===== config.mk =====
export PLATFORM = sky130hd
export DESIGN_NAME = hazard_ctrl
export DESIGN_NICKNAME = d
export VERILOG_FILES = /design/src/rtl/hazard_ctrl.sv
export SDC_FILE = /design/constraint.sdc
export NUM_CORES = 1
export LEC_CHECK = 0
export ABC_AREA = 0
export CORE_MARGIN = 2
export CORE_UTILIZATION = 47
export DETAILED_ROUTE_END_ITERATION = 12
export HOLD_SLACK_MARGIN = 0.03
export PLACE_DENSITY = 0.91
export RECOVER_POWER = 50
export SLEW_MARGIN = 0
export SYNTH_ARGS = -nofsm -noshare
export SYNTH_HDL_FRONTEND = slang
export SYNTH_SLANG_ARGS = --single-unit

===== constraint.sdc =====
create_clock -name clk -period 2.75 [get_ports clk]
set_clock_uncertainty 0.05 [all_clocks]
set_input_delay 0.55 -clock clk [delete_from_list [all_inputs] [get_ports clk]]
set_output_delay 0.55 -clock clk [all_outputs]
set_load 0.01 [all_outputs]

===== src/rtl/hazard_ctrl.sv =====
// Pipeline hazard controller: Tuse/Tnew stall detection plus D/E/M forwarding selects for the 5-stage MIPS pipe.
// Latency: 0 cycles; every output is combinational on the D-stage inputs and the shadow E/M/W slots.
// Backpressure: a stall freezes PC and F/D and flushes D/E; it holds for as long as the hazard persists.
// Optional HAZARD_PERF_EN: adds a wrapping stall-cycle counter; without it stall_cnt is tied to 0.
module hazard_ctrl #(
  parameter int TNEW_W = 4,
  parameter int CNT_W  = 32
) (
  input  logic              clk,
  input  logic              reset,
  input  logic [4:0]        D_A1,
  input  logic [4:0]        D_A2,
  input  logic              D_A1use,
  input  logic              D_A2use,
  input  logic [1:0]        D_Tuse_rs,
  input  logic [1:0]        D_Tuse_rt,
  input  logic [4:0]        D_A3,
  input  logic              D_Reg_Write,
  input  logic [TNEW_W-1:0] D_Tnew,
  output logic              F_PC_WE,
  output logic              F_D_RegWE,
  output logic              D_E_RegWE,
  output logic              D_E_clear,
  output logic [1:0]        Fwd_D_rs,
  output logic [1:0]        Fwd_D_rt,
  output logic [1:0]        Fwd_E_rs,
  output logic [1:0]        Fwd_E_rt,
  output logic              Fwd_M_rt,
  output logic [CNT_W-1:0]  stall_cnt
);

  // One in-flight instruction as seen by the hazard logic.
  typedef struct packed {
    logic [4:0]        a1;
    logic [4:0]        a2;
    logic [4:0]        a3;
    logic              we;
    logic [TNEW_W-1:0] tnew;
  } slot_t;

  slot_t e_q, m_q, w_q;
  logic  stall;

  // Tnew counts down one per stage and parks at zero once the result exists.
  function automatic logic [TNEW_W-1:0] sat_dec(input logic [TNEW_W-1:0] x);
    return (x != '0) ? (x - {{(TNEW_W-1){1'b0}}, 1'b1}) : '0;
  endfunction

  // A slot supplies register a only if it really writes it; $0 never matches.
  function automatic logic wr_hit(input slot_t s, input logic [4:0] a);
    return s.we && (s.a3 != 5'd0) && (s.a3 == a);
  endfunction

  // Shadow pipeline advance: bubble into E on stall, otherwise capture the D instruction.
  always_ff @(posedge clk) begin
    if (reset) begin
      e_q <= '0;
      m_q <= '0;
      w_q <= '0;
    end else begin
      if (stall) begin
        e_q <= '0;
      end else begin
        e_q.a1   <= D_A1;
        e_q.a2   <= D_A2;
        e_q.a3   <= D_A3;
        e_q.we   <= D_Reg_Write;
        e_q.tnew <= sat_dec(D_Tnew);
      end
      m_q      <= e_q;
      m_q.tnew <= sat_dec(e_q.tnew);
      w_q      <= m_q;
      w_q.tnew <= sat_dec(m_q.tnew);
    end
  end

  // Stall when an E/M producer cannot deliver before the D consumer needs the value.
  always_comb begin
    logic [TNEW_W-1:0] tuse_rs;
    logic [TNEW_W-1:0] tuse_rt;
    logic              stall_rs;
    logic              stall_rt;
    tuse_rs  = {{(TNEW_W-2){1'b0}}, D_Tuse_rs};
    tuse_rt  = {{(TNEW_W-2){1'b0}}, D_Tuse_rt};
    stall_rs = D_A1use && (D_A1 != 5'd0) &&
               ((wr_hit(e_q, D_A1) && (e_q.tnew > tuse_rs)) ||
                (wr_hit(m_q, D_A1) && (m_q.tnew > tuse_rs)));
    stall_rt = D_A2use && (D_A2 != 5'd0) &&
               ((wr_hit(e_q, D_A2) && (e_q.tnew > tuse_rt)) ||
                (wr_hit(m_q, D_A2) && (m_q.tnew > tuse_rt)));
    stall     = stall_rs || stall_rt;
    F_PC_WE   = !stall;
    F_D_RegWE = !stall;
    D_E_RegWE = 1'b1;
    D_E_clear = stall;
  end

  // Forwarding selects: youngest ready producer wins; W->D goes through the GRF bypass instead.
  always_comb begin
    Fwd_D_rs = 2'd0;
    Fwd_D_rt = 2'd0;
    Fwd_E_rs = 2'd0;
    Fwd_E_rt = 2'd0;
    Fwd_M_rt = 1'b0;

    if (wr_hit(e_q, D_A1) && (e_q.tnew == '0))      Fwd_D_rs = 2'd1;
    else if (wr_hit(m_q, D_A1) && (m_q.tnew == '0)) Fwd_D_rs = 2'd2;

    if (wr_hit(e_q, D_A2) && (e_q.tnew == '0))      Fwd_D_rt = 2'd1;
    else if (wr_hit(m_q, D_A2) && (m_q.tnew == '0)) Fwd_D_rt = 2'd2;

    if (wr_hit(m_q, e_q.a1) && (m_q.tnew == '0))    Fwd_E_rs = 2'd1;
    else if (wr_hit(w_q, e_q.a1))                   Fwd_E_rs = 2'd2;

    if (wr_hit(m_q, e_q.a2) && (m_q.tnew == '0))    Fwd_E_rt = 2'd1;
    else if (wr_hit(w_q, e_q.a2))                   Fwd_E_rt = 2'd2;

    Fwd_M_rt = wr_hit(w_q, m_q.a2);
  end

  // Source indices of W, W's Tnew and M's rs index are carried for slot uniformity but never consulted.
  logic unused_slot_bits;
  assign unused_slot_bits = ^{w_q.a1, w_q.a2, w_q.tnew, m_q.a1};

`ifdef HAZARD_PERF_EN
  logic [CNT_W-1:0] cnt_q;

  // Count stalled cycles; wraps naturally at 2^CNT_W.
  always_ff @(posedge clk) begin
    if (reset)      cnt_q <= '0;
    else if (stall) cnt_q <= cnt_q + {{(CNT_W-1){1'b0}}, 1'b1};
  end

  assign stall_cnt = cnt_q;
`else
  assign stall_cnt = '0;
`endif

endmodule

==> flow_metrics.env <==
export IMPL_outcome="finished, violations left"
export IMPL_failed_checks="capacitance limit, slew limit"
export IMPL_syn_area_per_cell_um2=9.43
export IMPL_reg2regPathDepth=8
export IMPL_grt_start_max_net_pins=42
export IMPL_setup_ws_ns=0.0262
export IMPL_nets=362
export IMPL_cts_num_sinks=41
export IMPL_io_pins=73
export IMPL_crit_slowest_cell="dlygate4sd2_1"
export IMPL_ctsHoldBuffers=0
export IMPL_min_path_type="reg -> reg"
export IMPL_rows=26
export IMPL_postLayoutCellArea_um2=3220
export IMPL_grt_usage=0.195
export IMPL_worstSetupPathType="in -> out"
export IMPL_seqCellArea_um2=825
export IMPL_synth_cell_types=33
export IMPL_leakage_nw=1.43
export IMPL_die_h_um=76.4
export IMPL_clock_latency_ns=0.29
export IMPL_required_ns=2.15
export IMPL_viasPerCell=5.02
export IMPL_max_stage_delay_ns=0.30
export IMPL_h_tree_depth=2
export IMPL_clk_root_buffer_cell="clkbuf_8"
export IMPL_drive_gt1_frac=0.269
export IMPL_post_route_drc_count=0
export IMPL_ys_ff_latch=41
export IMPL_numCtsBuffers=5
export IMPL_dpl_hpwl_mm=3.97
export IMPL_crit_path_frequent_cell="buf_4"
export IMPL_min_from="e_q[0]$_SDFF_PP0_"
export IMPL_hold_path_depth=1
export IMPL_fillCellCount=394
export IMPL_clockBufferDepth=2
export IMPL_wl_per_cell_um=14.9
export IMPL_start_kind="primary input"
export IMPL_grt_overflow_total=0
export IMPL_drv_slew=42
export IMPL_antenna_found_initial=0
export IMPL_die_x_um=76.4
export IMPL_vdd_drop_max_v=0.000344
export IMPL_fin_crit_ns=2.72
export IMPL_start_util=0.485
export IMPL_tightest_slew_ns=2.23
export IMPL_grt_pass1_wl_mm=9.02
export IMPL_synthTopCellsByArea="dfxtp_1 33%, buf_4 10%, xnor2_1 8.9%, nor3b_2 8.1%, xor2_1 7.1%"
export IMPL_synthesis_area_um2=2460
export IMPL_setup_viol=0
export IMPL_reg2reg_from="m_q[6]$_SDFF_PP0_"
export IMPL_diodes=0
export IMPL_vias=1977
export IMPL_gp_congestion=0.905
export IMPL_port_buffers=39
export IMPL_design_die_area_um2=5830
export IMPL_p_total_mw=1.42
export IMPL_detail_route_antenna_nets=0
export IMPL_multiInputGateArea_um2=1590
export IMPL_fmax_mhz=367
export IMPL_drtIter0Drc=71
export IMPL_crit_chain="dlygate4sd2_1 -> buf_4 -> xnor2_1 -> nand2_1 -> buf_4 -> nor4_2 -> buf_4 -> clkdlybuf4s15_1"
export IMPL_core_um2=5070
export IMPL_drtPass1Iterations=5
export IMPL_ys_warn_count=0
export IMPL_grt_pass1_vias=2033
export IMPL_clk_pin_slew_ns=0.07
export IMPL_yosysTopAreaCell="dfxtp_1"
export IMPL_arrival_ns=2.12
export IMPL_worstSetupStartpoint="D_A2[3]"
export IMPL_cts_tree="yes"
export IMPL_post_route_period_util=0.990
export IMPL_synthCells=261
export IMPL_finalHoldViolCount=0
export IMPL_endpoint_kind="output port"
export IMPL_synth_top_area_share=0.334
export IMPL_slew_headroom=-0.489
export IMPL_placed_area_um2=2940
export IMPL_power_density_nw_per_um2=442
export IMPL_area_growth_syn_to_layout_pct=30.9
export IMPL_wl_mm=5.87
export IMPL_maxCapViolations=1
export IMPL_synth_seq_area_share=0.334
export IMPL_crit_fanout=4
export IMPL_pre_cts_ws_ns=-0.608
-- Yosys cell counts (all sizes together) --
cell type  number
a211oi          3
a21oi           2
a32oi           2
buf            39
clkbuf          6
conb            2
dfxtp          41
ha             10
inv             8
mux2            1
nand2          12
nand2b          1
nand3           8
nand3b          1
nor2            5
nor2b          21
nor3            7
nor3b          19
nor4            9
o21a            1
o21ai           8
o22ai           1
or3             2
or4             7
xnor2          25
xor2           20
-- layout by cell type (no fill, tap or decap), types with 8 or more instances in the layout --
master	Yosys	layout
xor2_1	20	19
dfxtp_1	41	38
nand2_1	12	11
xnor2_1	25	24
nor3b_2	16	17
ha_1	10	8
buf_4	34	28
nor2b_1	21	21
clkdlybuf4s50_1	0	13
conb_1	2	33
dlygate4sd2_1	0	12
-- layer usage --
layer	vias to the layer above	routed length (um)	track usage
met1	924	2270	0.202
met4	0	197	0.0891
li1	937	-	-
met3	24	350	0.0462
met2	92	3050	0.368
met5	-	0	0
-- per-stage QoR --
| stage | util | setup TNS, ns | instances | hold slack [ns] |
|---|---|---|---|---|
| 6_report | 0.635 | 0 | 394 | 0.394 |
| 5_1_grt | 0.635 | -0.0267 | 394 | 0.413 |
| 4_1_cts | 0.619 | 0 | 393 | 0.391 |
| 3_5_place_dp | 0.579 | -3.47 | 384 | 0.381 |
| 3_3_place_gp | 0.579 | -2.99 | 384 | 0.372 |
| 2_1_floorplan | - | 0 | 292 | 0.357 |
-- flip-flops by register name (all words and copies together) (netlist names) --
register,cells
e_q,20
m_q,15
w_q,6
-- kinds of logic (layout without fill, tap and decap cells) --
kind of cell    after synthesis  after routing  share of synthesized area
simple gates                 92             92                      0.257
buf+inv                      53             85                      0.142
xor+xnor                     45             45                      0.160
flops                        41             41                      0.334
compound gates               17             17                     0.0483
fa+ha+maj                    10             10                     0.0508
other cells                   2             33                    0.00305
mux                           1              1                    0.00458
-- critical path: cells and delay by family --
family | cells | cell delay [ns]
buffers and inverters | 5 | 1.03
AND/OR/NAND/NOR | 2 | 0.40
XOR/XNOR | 1 | 0.14
-- report_power, final --
part	switching, mW	internal, mW	total, mW
logic	0.163	0.149	0.312
clock network	0.196	0.264	0.460
registers	0.0268	0.625	0.652
-- what timing repair did --
item / in CTS / in global routing
endpoints found under the hold margin: 0 / 0
cloned: 0 / 0
buffers inserted: 2 / 1
pin swaps: 11 / 11
setup endpoints to repair: 11 / 9
gates resized for setup: 53 / 28
-- final timing paths --
path	slack [ns]	endpoint
min reg2reg	0.39	m_q[0]$_SDFF_PP0_
max	0.03	Fwd_D_rt[0]
max reg2reg	0.43	e_q[0]$_SDFF_PP0_
min	0.39	m_q[0]$_SDFF_PP0_
-- cell type report --
type,count,area share
clock buffer,5,0.0214
clock inverter,2,0.0109
inverter,8,0.00932
multi-input combinational,198,0.493
sequential,41,0.256
tap,70,0.0272
timing repair buffer,70,0.182
Note: power is estimated with default switching activity, not from simulation.
